**config.mk**
```make
export PLATFORM = sky130hd
export DESIGN_NAME = mul_issue_seq_flat
export DESIGN_NICKNAME = d
export VERILOG_FILES = /design/src/rtl/mul_issue_seq_if.sv /design/src/rtl/mul_issue_seq.sv /design/src/flat_wrapper.sv
export SDC_FILE = /design/constraint.sdc
export NUM_CORES = 1
export LEC_CHECK = 0
export ABC_CLOCK_PERIOD_IN_PS = 3450
export BUFFER_PORTS_ARGS = -buffer_cell sky130_fd_sc_hd__buf_2
export CAP_MARGIN = 15
export CORE_UTILIZATION = 55
export DETAILED_ROUTE_END_ITERATION = 8
export PLACE_DENSITY = 0.85
export SLEW_MARGIN = 0
export SYNTH_ARGS = -nofsm -noshare
export SYNTH_HDL_FRONTEND = slang
export SYNTH_SLANG_ARGS = --single-unit
```
**constraint.sdc**
```tcl
create_clock -name clk -period 3.45 [get_ports clk]
set_input_delay 0.5175 -clock clk [delete_from_list [all_inputs] [get_ports clk]]
set_output_delay 0.5175 -clock clk [all_outputs]
set_load 0.05 [all_outputs]
```
**src/rtl/mul_issue_seq_if.sv**
```systemverilog
// Operand, multiplier-control and result signals of the mul_issue_seq operand sequencer.
// master = sequencer side, slave = environment (operand source, multiplier, result sink).
interface mul_issue_seq_if #(
    parameter int WIDTH = 16
);
    logic             op_valid;
    logic             op_ready;
    logic [WIDTH-1:0] op_a;
    logic [WIDTH-1:0] op_b;

    logic             mul_start;
    logic [WIDTH-1:0] mul_bus;
    logic             mul_rst_n;
    logic             mul_done;
    logic [WIDTH-1:0] mul_prod;

    logic             res_valid;
    logic             res_ready;
    logic [WIDTH-1:0] res_prod;
    logic             res_timeout;

    modport master (
        input  op_valid, op_a, op_b, mul_done, mul_prod, res_ready,
        output op_ready, mul_start, mul_bus, mul_rst_n, res_valid, res_prod, res_timeout
    );

    modport slave (
        output op_valid, op_a, op_b, mul_done, mul_prod, res_ready,
        input  op_ready, mul_start, mul_bus, mul_rst_n, res_valid, res_prod, res_timeout
    );
endinterface

```
**src/rtl/mul_issue_seq.sv**
```systemverilog
// Sequences (A,B) pairs onto a repeated-addition multiplier, waits for done under a watchdog
// and returns the product; define MUL_ZERO_BYPASS_EN to answer zero operands without the multiplier.
module mul_issue_seq #(
    parameter int WIDTH      = 16,
    parameter int TIMEOUT    = 70000,
    parameter int RST_CYCLES = 2
) (
    input logic             clk,
    input logic             rst_n,
    mul_issue_seq_if.master ifc
);
    localparam int CNT_W = (TIMEOUT > 1) ? $clog2(TIMEOUT) : 1;
    localparam int RC_W  = (RST_CYCLES > 1) ? $clog2(RST_CYCLES) : 1;

    typedef enum logic [2:0] {
        S_IDLE,
        S_START,
        S_LOAD_A,
        S_LOAD_B,
        S_WAIT,
        S_RESULT,
        S_REARM
    } state_e;

    state_e             state_q, state_d;
    logic [WIDTH-1:0]   a_q, a_d;
    logic [WIDTH-1:0]   b_q, b_d;
    logic [CNT_W-1:0]   cnt_q, cnt_d;
    logic [RC_W-1:0]    rc_q, rc_d;

    logic               mul_start_q, mul_start_d;
    logic [WIDTH-1:0]   mul_bus_q, mul_bus_d;
    logic               mul_rst_n_q, mul_rst_n_d;
    logic               res_valid_q, res_valid_d;
    logic [WIDTH-1:0]   res_prod_q, res_prod_d;
    logic               res_timeout_q, res_timeout_d;

    logic               accept;
    logic               zero_op;

    assign ifc.op_ready    = (state_q == S_IDLE) && mul_rst_n_q;
    assign ifc.mul_start   = mul_start_q;
    assign ifc.mul_bus     = mul_bus_q;
    assign ifc.mul_rst_n   = mul_rst_n_q;
    assign ifc.res_valid   = res_valid_q;
    assign ifc.res_prod    = res_prod_q;
    assign ifc.res_timeout = res_timeout_q;

    assign accept = ifc.op_valid && (state_q == S_IDLE) && mul_rst_n_q;

`ifdef MUL_ZERO_BYPASS_EN
    assign zero_op = (ifc.op_a == '0) || (ifc.op_b == '0);
`else
    assign zero_op = 1'b0;
`endif

    always_comb begin
        state_d       = state_q;
        a_d           = a_q;
        b_d           = b_q;
        cnt_d         = cnt_q;
        rc_d          = rc_q;
        res_prod_d    = res_prod_q;
        res_timeout_d = res_timeout_q;

        unique case (state_q)
            S_IDLE: begin
                if (accept) begin
                    a_d = ifc.op_a;
                    b_d = ifc.op_b;
                    if (zero_op) begin
                        res_prod_d    = '0;
                        res_timeout_d = 1'b0;
                        state_d       = S_RESULT;
                    end else begin
                        state_d       = S_START;
                    end
                end
            end
            S_START:  state_d = S_LOAD_A;
            S_LOAD_A: state_d = S_LOAD_B;
            S_LOAD_B: begin
                cnt_d   = '0;
                state_d = S_WAIT;
            end
            S_WAIT: begin
                cnt_d = cnt_q + CNT_W'(1);
                // done takes priority over a watchdog expiring in the same cycle
                if (ifc.mul_done) begin
                    res_prod_d    = ifc.mul_prod;
                    res_timeout_d = 1'b0;
                    state_d       = S_RESULT;
                end else if (cnt_q == CNT_W'(TIMEOUT - 1)) begin
                    res_prod_d    = '0;
                    res_timeout_d = 1'b1;
                    state_d       = S_RESULT;
                end
            end
            S_RESULT: begin
                if (ifc.res_ready) begin
                    rc_d    = '0;
                    state_d = S_REARM;
                end
            end
            S_REARM: begin
                if (rc_q == RC_W'(RST_CYCLES - 1)) begin
                    state_d = S_IDLE;
                end else begin
                    rc_d = rc_q + RC_W'(1);
                end
            end
            default: state_d = S_IDLE;
        endcase

        // Outputs are registered versions of what the next state presents.
        mul_start_d = (state_d == S_START);
        mul_rst_n_d = (state_d != S_REARM);
        res_valid_d = (state_d == S_RESULT);
        if (state_d == S_LOAD_A) begin
            mul_bus_d = a_d;
        end else if (state_d == S_LOAD_B) begin
            mul_bus_d = b_d;
        end else begin
            mul_bus_d = '0;
        end
    end

    always_ff @(posedge clk) begin
        if (!rst_n) begin
            state_q       <= S_IDLE;
            a_q           <= '0;
            b_q           <= '0;
            cnt_q         <= '0;
            rc_q          <= '0;
            mul_start_q   <= 1'b0;
            mul_bus_q     <= '0;
            mul_rst_n_q   <= 1'b0;
            res_valid_q   <= 1'b0;
            res_prod_q    <= '0;
            res_timeout_q <= 1'b0;
        end else begin
            state_q       <= state_d;
            a_q           <= a_d;
            b_q           <= b_d;
            cnt_q         <= cnt_d;
            rc_q          <= rc_d;
            mul_start_q   <= mul_start_d;
            mul_bus_q     <= mul_bus_d;
            mul_rst_n_q   <= mul_rst_n_d;
            res_valid_q   <= res_valid_d;
            res_prod_q    <= res_prod_d;
            res_timeout_q <= res_timeout_d;
        end
    end
endmodule

```
**src/flat_wrapper.sv**
```systemverilog
// flat-port wrapper written by rule: the top's interface ports become plain ports
module mul_issue_seq_flat 
#(
    parameter int WIDTH      = 16,
    parameter int TIMEOUT    = 70000,
    parameter int RST_CYCLES = 2
)
  (clk, rst_n, ifc_op_valid, ifc_op_a, ifc_op_b, ifc_mul_done, ifc_mul_prod, ifc_res_ready, ifc_op_ready, ifc_mul_start, ifc_mul_bus, ifc_mul_rst_n, ifc_res_valid, ifc_res_prod, ifc_res_timeout);
  mul_issue_seq_if #(.WIDTH(WIDTH)) ifc_i ();
  input logic clk;
  input logic rst_n;
  input wire logic [$bits(ifc_i.op_valid)-1:0] ifc_op_valid;
  input wire logic [$bits(ifc_i.op_a)-1:0] ifc_op_a;
  input wire logic [$bits(ifc_i.op_b)-1:0] ifc_op_b;
  input wire logic [$bits(ifc_i.mul_done)-1:0] ifc_mul_done;
  input wire logic [$bits(ifc_i.mul_prod)-1:0] ifc_mul_prod;
  input wire logic [$bits(ifc_i.res_ready)-1:0] ifc_res_ready;
  output wire logic [$bits(ifc_i.op_ready)-1:0] ifc_op_ready;
  output wire logic [$bits(ifc_i.mul_start)-1:0] ifc_mul_start;
  output wire logic [$bits(ifc_i.mul_bus)-1:0] ifc_mul_bus;
  output wire logic [$bits(ifc_i.mul_rst_n)-1:0] ifc_mul_rst_n;
  output wire logic [$bits(ifc_i.res_valid)-1:0] ifc_res_valid;
  output wire logic [$bits(ifc_i.res_prod)-1:0] ifc_res_prod;
  output wire logic [$bits(ifc_i.res_timeout)-1:0] ifc_res_timeout;
  assign ifc_i.op_valid = ifc_op_valid;
  assign ifc_i.op_a = ifc_op_a;
  assign ifc_i.op_b = ifc_op_b;
  assign ifc_i.mul_done = ifc_mul_done;
  assign ifc_i.mul_prod = ifc_mul_prod;
  assign ifc_i.res_ready = ifc_res_ready;
  assign ifc_op_ready = ifc_i.op_ready;
  assign ifc_mul_start = ifc_i.mul_start;
  assign ifc_mul_bus = ifc_i.mul_bus;
  assign ifc_mul_rst_n = ifc_i.mul_rst_n;
  assign ifc_res_valid = ifc_i.res_valid;
  assign ifc_res_prod = ifc_i.res_prod;
  assign ifc_res_timeout = ifc_i.res_timeout;
  mul_issue_seq #(.WIDTH(WIDTH), .TIMEOUT(TIMEOUT), .RST_CYCLES(RST_CYCLES)) u_core (.clk(clk), .rst_n(rst_n), .ifc(ifc_i));
endmodule
```
==> results.json, run 1 <==
{
  "fin_crit_sh_pct": 64.01,
  "post_dp_cell_area_sq_um": 3854,
  "cts_tree": "built",
  "grt.met2_usage_pct": 37.20,
  "synthFlopType": "dfxtp_1",
  "antenna_found_initial": 0,
  "p_comb_share_pct": 10.2,
  "met1_usage_pct": 27.81,
  "synthArstFlopShare_pct": 0,
  "cts_buffer_depth": 2,
  "clkTransAtPathRegs_ps": 90,
  "met3_usage_pct": 6.477,
  "reg2regPathDepth": 4,
  "synthesis.area_sq_um": 3400,
  "hold_class": "primary input to flop",
  "clock_sinks": 89,
  "ys_seq_area_share_pct": 52.41,
  "grt_overflow": 0,
  "rr_startpoint": "u_core.state_q[2]$_SDFF_PN0_",
  "p_switching_mw": 0.5089,
  "via_count": 2830,
  "die_area_sq_um": 6500,
  "drc_errors": 0,
  "syn_avg_cell_area_sq_um": 9.882,
  "arrival_ps": 2490,
  "r2r_slack_ps": 1240,
  "cts_made_buffers": 9,
  "crit_type": "flop to flop",
  "outcome": "finished, final reports clean",
  "grt_max_degree": 46,
  "final_nets": 480,
  "dp_hpwl_microns": 4882,
  "worstSetupEndpoint": "u_core.ifc.res_prod[9]$_SDFFE_PN0P_",
  "final-max-slew-violation-count": 0,
  "cp_slowest_stage_delay_ps": 580,
  "cp_max_fo": 16,
  "ant_nets": 0,
  "start_kind": "flop",
  "start_util_pct": 57.08,
  "die_h_microns": 80.62,
  "routabilityCongestion": 0.8258,
  "timing.setup.tns_ps": 0,
  "post_cts_resized": 0,
  "worst_slew_pin_slew_ps": 960.6,
  "grt_first_pass_wirelength_microns": 11250,
  "dr.pass1.iters": 4,
  "slew_headroom_pct": 35.73,
  "htree_levels": 3,
  "synthToLayoutAreaGrowth_pct": 18.55,
  "crit_buf_inv": 0,
  "synth.largest_area_cell": "dfxtp_1",
  "p_seq_share_pct": 56.2,
  "std_cell_rows": 28,
  "cts_setup_buffers": 0,
  "chipWidth_microns": 80.62,
  "skew_ps": 14.90,
  "synth_top_area_share_pct": 52.41,
  "ys_ff_latch": 89,
  "maxCapViolCount": 0,
  "rsz0062_at_grt": "false",
  "path_cells": "or3b_4 -> or2_1 -> nor2_2 -> a22o_1",
  "io_pins": 90,
  "finalHoldViolCount": 0,
  "grt_use_total_pct": 22.62,
  "drtIter0Drc": 202,
  "final_cell_mix": "89 x buf_2, 89 x dfxtp_1, 44 x nor2_1",
  "cp_num_cells": 4,
  "end_kind": "flop",
  "worstSetupStartpoint": "u_core.state_q[2]$_SDFF_PN0_",
  "max_freq_ghz": 0.4528,
  "antenna_cells": 0,
  "grt.busiest_layer": "met2",
  "drt-total-wl_microns": 7043,
  "clk_latency_ps": 360,
  "drive_gt1_share_pct": 26.91,
  "ys_warn_count": 0,
  "total_leakage_power_nw": 1.922,
  "finalSetupViolCount": 0,
  "port_buffers": 89,
  "synth_area_leaders": "dfxtp_1 52%, mux2i_1 11%, nor2_1 4.9%, a22o_1 4.1%, nand3_1 2.9%",
  "final_cell_area_sq_um": 4030,
  "hold_buffers": 0,
  "core_sq_um": 5956,
  "wl_per_cell_microns": 13.92,
  "grt_pass1_vias": 2541,
  "peakVddDrop_uv": 343.9,
  "synth_fp_nets": 398,
  "post-route-min-period_ps": 2208,
  "cp_slowest_cell": "dfxtp_1",
  "clockPowerShare_pct": 33.6,
  "cp_top_family": "simple AND/OR/NAND/NOR gates",
  "p_per_area_nw_per_um2": 474.3,
  "filler_cell_count": 466,
  "root_buffer": "clkbuf_8",
  "synthDistinctLibCells": 43,
  "synth-edff-count": 0,
  "switching_share_pct": 26.62,
  "synthCells": 344,
  "regToRegEndpoint": "u_core.ifc.res_prod[9]$_SDFFE_PN0P_",
  "required_ps": 3740,
  "vias_per_cell": 5.593,
  "p_int_mw": 1.403
}
==> metrics by stage <==
| step | power (mW) | hold WS [ps] | instances | setup slack [ps] | util [%] |
|---|---|---|---|---|---|
| finish | 1.911 | 370.9 | 506 | 1242 | 67.67 |
| global route | 1.997 | 353.4 | 506 | 1073 | 67.67 |
| CTS | 1.928 | 351.8 | 506 | 1231 | 67.67 |
| detailed placement | 1.293 | 436.9 | 490 | 1249 | 64.71 |
| global placement | 1.287 | 437.4 | 490 | 1357 | 64.71 |
| floorplan | 1.233 | 452.9 | 344 | 780.2 | - |
==> area by class of cell <==
cell class                 instances  area, sq um  share of cell area (%)
clock buffer                      10        127.6                   3.167
clock inverter                     6        48.80                   1.211
inverter                           9        33.78                  0.8382
multi-input combinational        227         1491                   37.01
sequential                        89         1782                   44.21
tap                               75        93.84                   2.328
timing repair buffer              90        452.9                   11.24
==> Yosys cell counts, types with 3 or more instances <==
library cell and count:
nand4_1 5, or4_1 5, o211ai_1 3, buf_2 6, a21oi_1 13, nand3_1 20
nand2_1 16, nand2b_1 7, nor2_1 44, o21ai_0 9, nor3_1 3, inv_1 8
buf_6 3, a22o_1 16, a31oi_1 3, dfxtp_1 89, and3_1 4, clkbuf_1 10
mux2i_1 36, o22ai_1 16
==> layer usage <==
layer	vias to the layer above	part of all wire (%)
li1	1405	-
met1	1325	45
met2	90	48
met5	-	0
met3	10	5.7
met4	0	1.4
==> worst reg2reg max path, cell delays in order, from the launching register on <==
cell and delay [ps]:
dfxtp_1 580, or3b_4 530, or2_1 320, nor2_2 500, a22o_1 230
==> power groups by stage <==
stage | logic (mW) | registers [mW] | clock network (mW)
after floorplan | 0.116 | 1.12 | 0
after global routing | 0.215 | 1.08 | 0.704
after CTS | 0.197 | 1.07 | 0.658
after global placement | 0.191 | 1.10 | 0
final | 0.196 | 1.07 | 0.642
after detailed placement | 0.195 | 1.10 | 0
==> cells by family after synthesis <==
family                   Yosys count  share of synthesized area (%)
multiplexers                      36                          10.60
AND/OR/NAND/NOR                  122                          19.14
flip-flops                        89                          52.41
adder cells (fa/ha/maj)            1                         0.3680
AO/OA/AOI/OAI                     68                          13.51
buffers and inverters             28                          3.975
==> how the worst min path moves through the flow <==
stage / startpoint / to / cells past startpoint
2_1_floorplan: u_core.cnt_q[16]$_SDFFE_PN0P_ / u_core.cnt_q[16]$_SDFFE_PN0P_ / 2
3_3_place_gp: u_core.ifc.res_timeout$_SDFFE_PN0P_ / u_core.ifc.res_timeout$_SDFFE_PN0P_ / 2
3_5_place_dp: u_core.ifc.res_timeout$_SDFFE_PN0P_ / u_core.ifc.res_timeout$_SDFFE_PN0P_ / 2
4_1_cts: ifc_mul_prod[13] / u_core.ifc.res_prod[13]$_SDFFE_PN0P_ / 2
5_1_grt: ifc_mul_prod[13] / u_core.ifc.res_prod[13]$_SDFFE_PN0P_ / 2
6_report: ifc_mul_prod[1] / u_core.ifc.res_prod[1]$_SDFFE_PN0P_ / 2
==> registers in the layout (all words and copies together), names as in the netlist <==
name / flops
u_core.ifc.res_timeout: 1
u_core.a_q: 16
u_core.b_q: 16
u_core.ifc.mul_bus: 16
u_core.state_q: 3
u_core.ifc.mul_rst_n: 1
u_core.ifc.mul_start: 1
u_core.ifc.res_prod: 16
u_core.rc_q: 1
u_core.cnt_q: 17
u_core.ifc.res_valid: 1
(Power assumes the default switching activity.)
==> run 2: changes to the inputs <==
--- a/config.mk
+++ b/config.mk
@@ -5,12 +5,13 @@
 export SDC_FILE = /design/constraint.sdc
 export NUM_CORES = 1
 export LEC_CHECK = 0
-export ABC_CLOCK_PERIOD_IN_PS = 3450
+export ABC_AREA = 1
+export ABC_CLOCK_PERIOD_IN_PS = 2060
 export BUFFER_PORTS_ARGS = -buffer_cell sky130_fd_sc_hd__buf_2
 export CAP_MARGIN = 15
-export CORE_UTILIZATION = 55
+export CORE_UTILIZATION = 53
 export DETAILED_ROUTE_END_ITERATION = 8
-export PLACE_DENSITY = 0.85
+export PLACE_DENSITY = 0.81
 export SLEW_MARGIN = 0
 export SYNTH_ARGS = -nofsm -noshare
 export SYNTH_HDL_FRONTEND = slang
==> constraint.sdc (replaced) <==
create_clock -name clk -period 2.06 [get_ports clk]
set_input_delay 0.309 -clock clk [delete_from_list [all_inputs] [get_ports clk]]
set_output_delay 0.309 -clock clk [all_outputs]
set_load 0.05 [all_outputs]
==> run 2 against run 1 <==
  * Sequential share of layout area is 5.0 points lower
  * First-iteration DRC count up 27%
  * Largest cell class unchanged
  * Critical path depth rose by 3
  * Setup slack worse by 890 ps
  * Largest power group unchanged
  * Clock-buffer cell count did not move
==> results.json, run 2 <==
{
  "start_kind": "flop",
  "port_buffers": 89,
  "start_util_pct": 55.82,
  "die_h_microns": 87.52,
  "cts_tree": "built",
  "cts_setup_buffers": 0,
  "std_cell_rows": 30,
  "htree_levels": 3,
  "post-route-min-period_ps": 1707,
  "root_buffer": "clkbuf_8",
  "cp_top_family": "simple AND/OR/NAND/NOR gates",
  "ant_nets": 0,
  "drt-total-wl_microns": 8452,
  "regMostFlops": "u_core.cnt_q",
  "outcome": "finished, final reports clean",
  "mostFrequentLayoutCell": "nand2_1",
  "hp-start": "ifc_mul_prod[8]",
  "post_dp_cell_area_sq_um": 4339,
  "timing.setup.tns_ps": 0,
  "maxCapViolCount": 0,
  "synthesis.area_sq_um": 3876,
  "skew_ps": 8.557,
  "finalHoldViolCount": 0,
  "synthDistinctLibCells": 30,
  "synth_area_leaders": "dfxtp_1 46%, nand2_1 15%, nor2_1 6.8%, inv_1 6.3%, nand3_1 4.6%",
  "dp_hpwl_microns": 5993,
  "ys_warn_count": 0,
  "grt_use_total_pct": 23.19,
  "synthArstFlopShare_pct": 0,
  "drive_gt1_share_pct": 20.50,
  "synth_most_common_cell": "nand2_1",
  "p_int_mw": 2.516,
  "dr.pass1.iters": 5,
  "p_comb_share_pct": 12.7,
  "chipWidth_microns": 87.52,
  "final-max-slew-violation-count": 0,
  "synth_common_cells": "152 x nand2_1, 89 x dfxtp_1, 70 x nor2_1, 65 x inv_1, 36 x nand3_1",
  "worst_slew_pin_slew_ps": 521.2,
  "end_kind": "flop",
  "antenna_found_initial": 0,
  "grt_overflow": 0,
  "synth_fp_nets": 607,
  "path_cells": "nor2_4 -> nand2_4 -> inv_2 -> nand2_4 -> inv_2 -> nand2_1 -> a21oi_1",
  "grt_max_degree": 45,
  "p_seq_share_pct": 52.1,
  "clockPowerShare_pct": 35.2,
  "vias_per_cell": 4.895,
  "synthToLayoutAreaGrowth_pct": 17.14,
  "clk_latency_ps": 360,
  "fin_ws_ps": 353.2,
  "final_cell_area_sq_um": 4541,
  "grt_first_pass_wirelength_microns": 13940,
  "syn_avg_cell_area_sq_um": 7.009,
  "max_freq_ghz": 0.5859,
  "finalSetupViolCount": 0,
  "largest_reg_flops": 17,
  "cp_max_fo": 19,
  "synth_top_area_share_pct": 45.97,
  "p_switching_mw": 0.9775,
  "final_nets": 688,
  "antenna_cells": 0,
  "core_sq_um": 6944,
  "die_area_sq_um": 7660,
  "wl_per_cell_microns": 11.50,
  "crit_buf_inv": 2,
  "rsz0062_at_grt": "false",
  "cp_slowest_cell": "dfxtp_1",
  "cts_made_buffers": 9,
  "synthCells": 553,
  "p_per_area_nw_per_um2": 769.4,
  "crit_type": "flop to flop",
  "final_cell_mix": "152 x nand2_1, 89 x buf_2, 89 x dfxtp_1",
  "total_leakage_power_nw": 2.126,
  "arrival_ps": 2000,
  "utilization_pct": 65.39,
  "fin_crit_sh_pct": 82.85,
  "grt_pass1_vias": 3252,
  "hold_buffers": 0,
  "required_ps": 2350,
  "via_count": 3598,
  "ys_ff_latch": 89,
  "cts_buffer_depth": 2,
  "ys_seq_area_share_pct": 45.97,
  "drc_errors": 0,
  "cp_slowest_stage_delay_ps": 410,
  "clkTransAtPathRegs_ps": 90,
  "synth.largest_area_cell": "dfxtp_1",
  "peakVddDrop_uv": 394.4,
  "synthFlopType": "dfxtp_1",
  "worstSetupStartpoint": "u_core.state_q[1]$_SDFF_PN0_",
  "hold_class": "primary input to flop",
  "routabilityCongestion": 0.9852,
  "clock_sinks": 89,
  "drtIter0Drc": 256,
  "switching_share_pct": 27.98,
  "io_pins": 90,
  "dp_slack_ps": 385.7,
  "rr_startpoint": "u_core.state_q[1]$_SDFF_PN0_",
  "slew_headroom_pct": 65.20,
  "post_cts_resized": 0,
  "synth-edff-count": 0
}
-- run 2: cell type report --
| type | count | area, sq um |
|---|---|---|
| flip-flops and latches | 89 | 1782 |
| clock inverters | 6 | 73.82 |
| repair buffers | 95 | 490.5 |
| inverters | 68 | 255.2 |
| well taps | 96 | 120.1 |
| fillers | 611 | 2404 |
| clock buffers | 10 | 127.6 |
| multi-input cells | 371 | 1692 |
-- run 2: worst paths after layout --
| kind | slack (ps) | endpoint | depth (start not counted) |
|---|---|---|---|
| worst min register to register | 480 | u_core.ifc.res_prod[6]$_SDFFE_PN0P_ | 2 |
| worst max register to register | 350 | u_core.ifc.res_prod[7]$_SDFFE_PN0P_ | 7 |
| worst max-delay path | 350 | u_core.ifc.res_prod[7]$_SDFFE_PN0P_ | 7 |
| worst min-delay path | 180 | u_core.ifc.res_prod[8]$_SDFFE_PN0P_ | 3 |
-- run 2: worst min-delay path, stage by stage --
cell and delay (ps):
buf_2 90, nand2_1 50, a21oi_1 50
-- run 2: kinds of logic (layout without fill, tap and decap cells) --
group / Yosys count / in the layout / share of synthesized area (%)
fa+ha+maj: 1 / 1 / 0.3227
flops: 89 / 89 / 45.97
simple gates: 287 / 287 / 31.63
compound gates: 83 / 83 / 11.52
buf+inv: 93 / 179 / 10.55
-- run 2: power by group through the flow --
stage | Sequential [mW] | Combinational [mW] | Clock, mW
floorplan | 1.91 | 0.281 | 0
global placement | 1.86 | 0.433 | 0
detailed placement | 1.86 | 0.443 | 0
CTS | 1.82 | 0.446 | 1.24
global route | 1.83 | 0.499 | 1.32
finish | 1.82 | 0.444 | 1.23
-- run 2: stage by stage --
step	total power, mW	instances	hold slack [ps]
final	3.494	735	184.9
after global routing	3.644	735	188.6
after CTS	3.512	735	179.7
after detailed placement	2.305	719	475.5
after global placement	2.291	719	450.4
after floorplan	2.193	553	441.5
-- run 2: layer usage --
| metal | global-route usage, % | up-vias | part of all wire, % |
|---|---|---|---|
| met1 | 28.97 | 1568 | 46 |
| met2 | 39.28 | 123 | 46 |
| li1 | - | 1894 | - |
| met4 | 10.28 | 0 | 1.8 |
| met3 | 4.076 | 13 | 6.6 |
| met5 | 0 | - | 0 |
